File: src/rtl/id_ex_stage_reg.sv
// ID/EX pipeline register. It captures the register file operands with
// write-back bypass applied, inserts a single bubble on a load-use hazard,
// refreshes held operands from write-back while EX is stalled, and keeps
// a saturating count of the hazard bubbles it has inserted.
module id_ex_stage_reg #(
  parameter int CTRL_W = 8,
  parameter int CNT_W  = 16
) (
  input  logic              clk,
  input  logic              rst,
  input  logic              id_valid,
  input  logic [31:0]       id_pc,
  input  logic [4:0]        id_rs1,
  input  logic [4:0]        id_rs2,
  input  logic [4:0]        id_rd,
  input  logic [31:0]       id_rdata1,
  input  logic [31:0]       id_rdata2,
  input  logic [31:0]       id_imm,
  input  logic [CTRL_W-1:0] id_ctrl,
  input  logic              wb_en,
  input  logic [4:0]        wb_reg,
  input  logic [31:0]       wb_data,
  input  logic              flush,
  input  logic              ex_stall,
  output logic              ex_valid,
  output logic [31:0]       ex_pc,
  output logic [4:0]        ex_rs1,
  output logic [4:0]        ex_rs2,
  output logic [4:0]        ex_rd,
  output logic [31:0]       ex_op1,
  output logic [31:0]       ex_op2,
  output logic [31:0]       ex_imm,
  output logic [CTRL_W-1:0] ex_ctrl,
  output logic              hazard_stall,
  output logic [CNT_W-1:0]  stall_cnt
);

  logic              vld_p1;
  logic [31:0]       pc_p1;
  logic [4:0]        rs1_p1;
  logic [4:0]        rs2_p1;
  logic [4:0]        rd_p1;
  logic [31:0]       op1_p1;
  logic [31:0]       op2_p1;
  logic [31:0]       imm_p1;
  logic [CTRL_W-1:0] ctrl_p1;
  logic [CNT_W-1:0]  cnt_p1;

  logic [31:0]       byp1;
  logic [31:0]       byp2;
  logic [31:0]       snoop1;
  logic [31:0]       snoop2;

  // Write-back forwarding: register 0 is hard-wired and never forwarded.
  function automatic logic [31:0] fwd(input logic        en,
                                      input logic [4:0]  wreg,
                                      input logic [4:0]  rreg,
                                      input logic [31:0] wdata,
                                      input logic [31:0] rdata);
    return (en && (wreg == rreg) && (rreg != 5'd0)) ? wdata : rdata;
  endfunction

  // Saturating increment: the counter sticks at all-ones instead of wrapping.
  function automatic logic [CNT_W-1:0] sat_inc(input logic [CNT_W-1:0] v);
    if (&v) return v;
    return v + {{(CNT_W-1){1'b0}}, 1'b1};
  endfunction

  assign byp1   = fwd(wb_en, wb_reg, id_rs1, wb_data, id_rdata1);
  assign byp2   = fwd(wb_en, wb_reg, id_rs2, wb_data, id_rdata2);
  assign snoop1 = fwd(wb_en, wb_reg, rs1_p1, wb_data, op1_p1);
  assign snoop2 = fwd(wb_en, wb_reg, rs2_p1, wb_data, op2_p1);

  // Load in EX whose destination is read by the instruction in ID.
  assign hazard_stall = id_valid && vld_p1 && ctrl_p1[1] && (rd_p1 != 5'd0) &&
                        ((rd_p1 == id_rs1) || (rd_p1 == id_rs2));

  // ---- stage p0 (ID) -> p1 (EX) boundary ----
  // Register update with priority reset > flush > stall > bubble > load.
  always_ff @(posedge clk) begin
    if (rst) begin
      vld_p1  <= 1'b0;
      pc_p1   <= '0;
      rs1_p1  <= '0;
      rs2_p1  <= '0;
      rd_p1   <= '0;
      op1_p1  <= '0;
      op2_p1  <= '0;
      imm_p1  <= '0;
      ctrl_p1 <= '0;
      cnt_p1  <= '0;
    end else if (flush) begin
      vld_p1  <= 1'b0;
      ctrl_p1 <= '0;
    end else if (ex_stall) begin
      op1_p1  <= snoop1;
      op2_p1  <= snoop2;
    end else if (hazard_stall) begin
      vld_p1  <= 1'b0;
      ctrl_p1 <= '0;
      cnt_p1  <= sat_inc(cnt_p1);
    end else begin
      vld_p1  <= id_valid;
      pc_p1   <= id_pc;
      rs1_p1  <= id_rs1;
      rs2_p1  <= id_rs2;
      rd_p1   <= id_rd;
      op1_p1  <= byp1;
      op2_p1  <= byp2;
      imm_p1  <= id_imm;
      ctrl_p1 <= id_valid ? id_ctrl : '0;
    end
  end

  assign ex_valid  = vld_p1;
  assign ex_pc     = pc_p1;
  assign ex_rs1    = rs1_p1;
  assign ex_rs2    = rs2_p1;
  assign ex_rd     = rd_p1;
  assign ex_op1    = op1_p1;
  assign ex_op2    = op2_p1;
  assign ex_imm    = imm_p1;
  assign ex_ctrl   = ctrl_p1;
  assign stall_cnt = cnt_p1;

endmodule

File: config.mk
export PLATFORM = sky130hd
export DESIGN_NAME = id_ex_stage_reg
export DESIGN_NICKNAME = d
export VERILOG_FILES = /design/src/rtl/id_ex_stage_reg.sv
export SDC_FILE = /design/constraint.sdc
export NUM_CORES = 1
export LEC_CHECK = 0
export BUFFER_PORTS_ARGS = -buffer_cell sky130_fd_sc_hd__buf_2
export CAP_MARGIN = 20
export CORE_AREA = 2 2 140 142
export DETAILED_ROUTE_END_ITERATION = 8
export DIE_AREA = 0 0 142 144
export HOLD_SLACK_MARGIN = 0.08
export MAX_ROUTING_LAYER = met4
export PLACE_DENSITY = 0.74
export SETUP_SLACK_MARGIN = 0.2
export SYNTH_ARGS = -nofsm -noshare
export SYNTH_HDL_FRONTEND = slang
export SYNTH_SLANG_ARGS = --single-unit
File: constraint.sdc
create_clock -name clk -period 3.33 [get_ports clk]
set_input_delay 0.333 -clock clk [delete_from_list [all_inputs] [get_ports clk]]
set_output_delay 0.333 -clock clk [all_outputs]
set_load 0.05 [all_outputs]
* Word level (Yosys, flattened, before mapping)
Cells that the tools add are included.
Operators by class: $add $sub $neg 1, equal/unequal tests 10, muxes and demuxes 17, bitwise logic cells 3, reduce and logical (&&, ||, !) cells 24
Operators with widths (number):
- 32-bit two-way mux | 8
- 5-bit == test | 6
- 5-bit nonzero test | 5
- 16-bit by 1-bit adder with 16-bit output, second input constant | 1
- 16-bit two-way mux | 1
- 8-bit two-way mux | 2
- 16-bit AND reduction | 1
- 1-bit logical AND | 12
- 3-bit AND reduction | 3
- 1-bit two-way mux | 6
- 2-bit by 1-bit != test with 1-bit output, second input constant | 2
- 2-bit != test, second input constant | 2
- 4-bit AND reduction | 1
- 1-bit NOT | 3
- 2-bit OR reduction | 1
- 1-bit logical OR | 1
Storage, ports and cells: register bits after elaboration 168, input bits 194, output and inout port bits 169, word-level logic and storage cells 65

* Longest topological paths before layout
depth after elaboration 10, mapped depth 10, depth with buffers taken out 7

* Worst setup path before layout
Ideal clock, no wire load.
path type register to register, start register rd_p1[0] (netlist: ex_rd[0]), end register vld_p1 (netlist: ex_valid), library setup time 133 ps, arrival 2459 ps, data required time 3197 ps, slack 738 ps, stages on the path, launching flop included 8, buffers on the path 1, clock period less this slack 2592 ps, cells stage by stage dfxtp_1 xnor2_1 nand3_1 o22a_1 nor2_1 or3b_2 clkbuf_1 a21boi_0
Between the ends: cells in the longest elaborated chain, start to end 4, elaborated cells on any way between the ends 7, classes of those cells 2 x eq/ne; 1 x mux; 4 x reduce/logical
RTL lines:
- from (decl) | line 42 | logic [4:0] rd_p1;
- from (signal assigned) | line 107 | rd_p1 <= id_rd;
- 5-bit == test or 5-bit nonzero test (tied branches) | line 76, 75
- 1-bit logical OR or 1-bit logical AND (tied branches) | line 76, 75
- 1-bit logical AND * | line 75 | assign hazard_stall = id_valid && vld_p1 && ctrl_p1[1] && (rd_p1 != 5'd0) &&
- net hazard_stall | line 34 | output logic hazard_stall,
- 1-bit two-way mux * | line 98 | end else if (hazard_stall) begin
- to (signal assigned) | line 103 | vld_p1 <= id_valid;
- to (decl) | line 38 | logic vld_p1;
Mark *: on every way through the listed nets, which the timed path passes. The rest lies on a longest branch. A chain may end at the register's enable or synchronous reset.

* Worst setup path after layout
start register cnt_p1[0] (netlist: stall_cnt[0]), end register cnt_p1[13] (netlist: stall_cnt[13])
Between the ends: cells in the longest elaborated chain, start to end 8, elaborated cells on any way between the ends 10, classes of those cells 1 x add/sub; 1 x eq/ne; 6 x mux; 2 x reduce/logical
RTL lines:
- from (decl) | line 47 | logic [CNT_W-1:0] cnt_p1;
- from (signal assigned) | line 101 | cnt_p1 <= sat_inc(cnt_p1);
- 16-bit AND reduction | line 65 | if (&v) return v;
- 1-bit two-way mux | line 65
- 1-bit two-way mux | line 98
- 1-bit two-way mux | line 95 | end else if (ex_stall) begin
- 1-bit two-way mux | line 92 | end else if (flush) begin
- 1-bit two-way mux | line 81 | if (rst) begin
- 2-bit != test (no source line)
- 4-bit AND reduction (no source line)
Several ways; a longest one is shown, not always the timed one. The select of a mux whose other input is x is not followed.

==> results.yml <==
critical_path:
  crit_required_ps: 3670
  slowest_delay_ps: 650
  crit_start: "stall_cnt[0]"
  path_class: "reg2reg"
  critPathMostFrequentCell: "and3_1"
  end_kind: "register"
  cp_max_fo: 20
  start_kind: "register"
  path_cells: "ha_1 -> and3_1 -> and3_1 -> a41oi_1 -> nand3_1 -> or4_1 -> a21oi_1"
  arrival_ps: 3070
  reg2reg_from: "stall_cnt[0]"
  critPathSlowestCell: "or4_1"
die:
  die_w_um: 142
  core_area_um2: 19100
  rows: 51
  ios: 363
  dieArea_um2: 20400
  start_util: 0.375
  die_y_um: 144
timing:
  tightest_slew_ps: 1020
  fin_crit_ps: 2730
  whs_ps: 136
  rsz0062_at_grt: "false"
  final-setup-viol-count: 0
  max_freq_mhz: 367
  finalHoldViolCount: 0
  worst_clock_skew_ps: 14.0
  setup_ws_ps: 602
  report.final.slew_viol_count: 0
  tns_ps: 0
  relSlewSlack: 0.315
  min_period_over_period: 0.819
status:
  status: "finished clean"
drt:
  post-route-drc-count: 0
  viasPerCell: 5.21
  drt-total-wl_um: 22100
  first_pass_iters: 5
  vias: 7319
  ant_nets: 0
  wl_per_cell_um: 15.7
  drtIter0Drc: 419
job:
  cap_violations: 0
power_and_ir_drop:
  peakVddDrop_v: 0.000309
  power.leakage_nw: 4.42
  p_switching_mw: 1.56
  clock_power_share: 0.382
  pwr-share-seq: 0.427
  p_per_area_nw_per_um2: 523
  p_comb_frac: 0.191
  switching_share: 0.308
  intPower_mw: 3.51
placement:
  place_area_um2: 9130
  routabilityCongestion: 0.880
  port_buffers: 362
  placed_cells: 1373
  place_ws_ps: 648
  hpwl_um: 15900
clocking:
  postCtsSetupRepairBufs: 0
  cts_tree: "done"
  post_cts_resized: 0
  clock-sinks: 168
  root_buffer: "clkbuf_16"
  cts_hold_buf: 0
  cts.path.max_buffers: 2
  numCtsBuffers: 17
  cts_max_level: 4
  clkTransAtPathRegs_ps: 70
  worst_skew_pair.late_latency_ps: 420
cells_and_area:
  final_cell_mix: "buf_2 (361), nand2_1 (178), dfxtp_1 (168)"
  final_common_cell: "buf_2"
  drive_gt1_frac: 0.356
  design_area_um2: 9710
  fill_cells: 1781
  fin_cells: 1405
  antenna_cells: 0
  final_nets: 1349
  syn2layout_area_growth_pct: 35.7
synth:
  synthesis.nets: 1026
  synth_cell_types: 37
  async_reset_ff_frac: 0
  synth_top_flop_cell: "dfxtp_1"
  yosys.area.top_type: "dfxtp_1"
  synth-edff-count: 0
  yosysSeqAreaShare: 0.470
  yosys_warnings: 0
  synth-seq-cells: 168
  netlist_instances: 831
  syn_avg_cell_area_um2: 8.61
  synth_area_um2: 7160
  yosys-top-cells-area: "dfxtp_1 (47%), nand2_1 (9.3%), mux2i_1 (9.0%), a211oi_1 (6.7%), a21oi_1 (6.4%)"
  yosysTopAreaCellShare: 0.470
global_routing:
  gr-total-overflow: 0
  grt.total_usage: 0.210
  grt_pass1_wl_um: 33300
  grt_max_degree: 86
  antenna_found_initial: 0
  grt_pass1_vias: 6475
worst_hold_path:
  hp-start: "id_imm[18]"
  hp-class: "in2reg"
power groups by stage:
stage	clock network, mW	registers, mW	logic (mW)
after floorplan	0	2.55	0.318
after global placement	0	2.21	0.966
after detailed placement	0	2.21	0.976
after CTS	1.99	2.17	0.976
after global routing	2.07	2.18	1.03
final	1.94	2.17	0.972
per-stage QoR:
step | util | total power, mW
after floorplan | - | 2.87
after global placement | 0.478 | 3.17
after detailed placement | 0.478 | 3.19
after CTS | 0.509 | 5.13
after global routing | 0.509 | 5.29
final | 0.509 | 5.08
critical path, delay by kind of cell, from the launching register on:
kind | cells | cell delay [ps]
simple gates | 4 | 1600
flops | 1 | 360
fa+ha+maj | 1 | 230
compound gates | 2 | 480
per-layer routing:
metal  global-route usage  wire, µm  share of wire  vias to the layer above
met5                    -         0              0                        -
met4               0.0611       343          0.016                        0
li1                     -         -              -                     3581
met2                0.343     10800           0.49                      314
met1                0.256      9270           0.42                     3399
met3               0.0560      1730          0.078                       25
synth_stat cells, types with 3 or more instances:
library cell  number
clkbuf_1          36
a21o_1             4
buf_4              8
nor2b_1            3
dfxtp_1          168
buf_2             24
nor4_1             7
xor2_1             6
a211oi_1          64
nand4_1            6
nor3_1            72
o21ai_0           13
nor2_1             9
or4_1              5
inv_1              3
a21oi_1           92
nand2_1          178
nand3_1           17
and3_1             3
mux2i_1           64
o31ai_1            4
xnor2_1           23
or3_1              5
cell type report:
| cell class | count | area (µm²) | share of cell area |
|---|---|---|---|
| multi-input cells | 591 | 3500 | 0.360 |
| flip-flops and latches | 168 | 3360 | 0.346 |
| repair buffers | 372 | 1950 | 0.201 |
| clock buffers | 20 | 467 | 0.0481 |
| well taps | 238 | 298 | 0.0307 |
| clock inverters | 12 | 116 | 0.0120 |
| inverters | 4 | 15.0 | 0.00155 |
final timing paths:
| kind | end | slack, ps | depth (start not counted) |
|---|---|---|---|
| setup / recovery | stall_cnt[13] | 600 | 7 |
| setup reg to reg | stall_cnt[13] | 600 | 7 |
| hold / removal | ex_imm[18] | 140 | 3 |
| hold reg to reg | ex_imm[6] | 450 | 2 |
kinds of logic after synthesis:
kind of cell | synth area share
fa+ha+maj | 0.00175
xor+xnor | 0.0355
mux | 0.0927
compound gates | 0.164
buf+inv | 0.0462
simple gates | 0.190
flops | 0.470
sequential cells by signal, summed over array words and instances (netlist names):
register and flops:
ex_imm 32, ex_op1 32, ex_op2 32, ex_pc 32
stall_cnt 16, ex_ctrl 8, ex_rd 5, ex_rs1 5
ex_rs2 5, ex_valid 1
No activity file was read; power rests on OpenSTA's default activity.
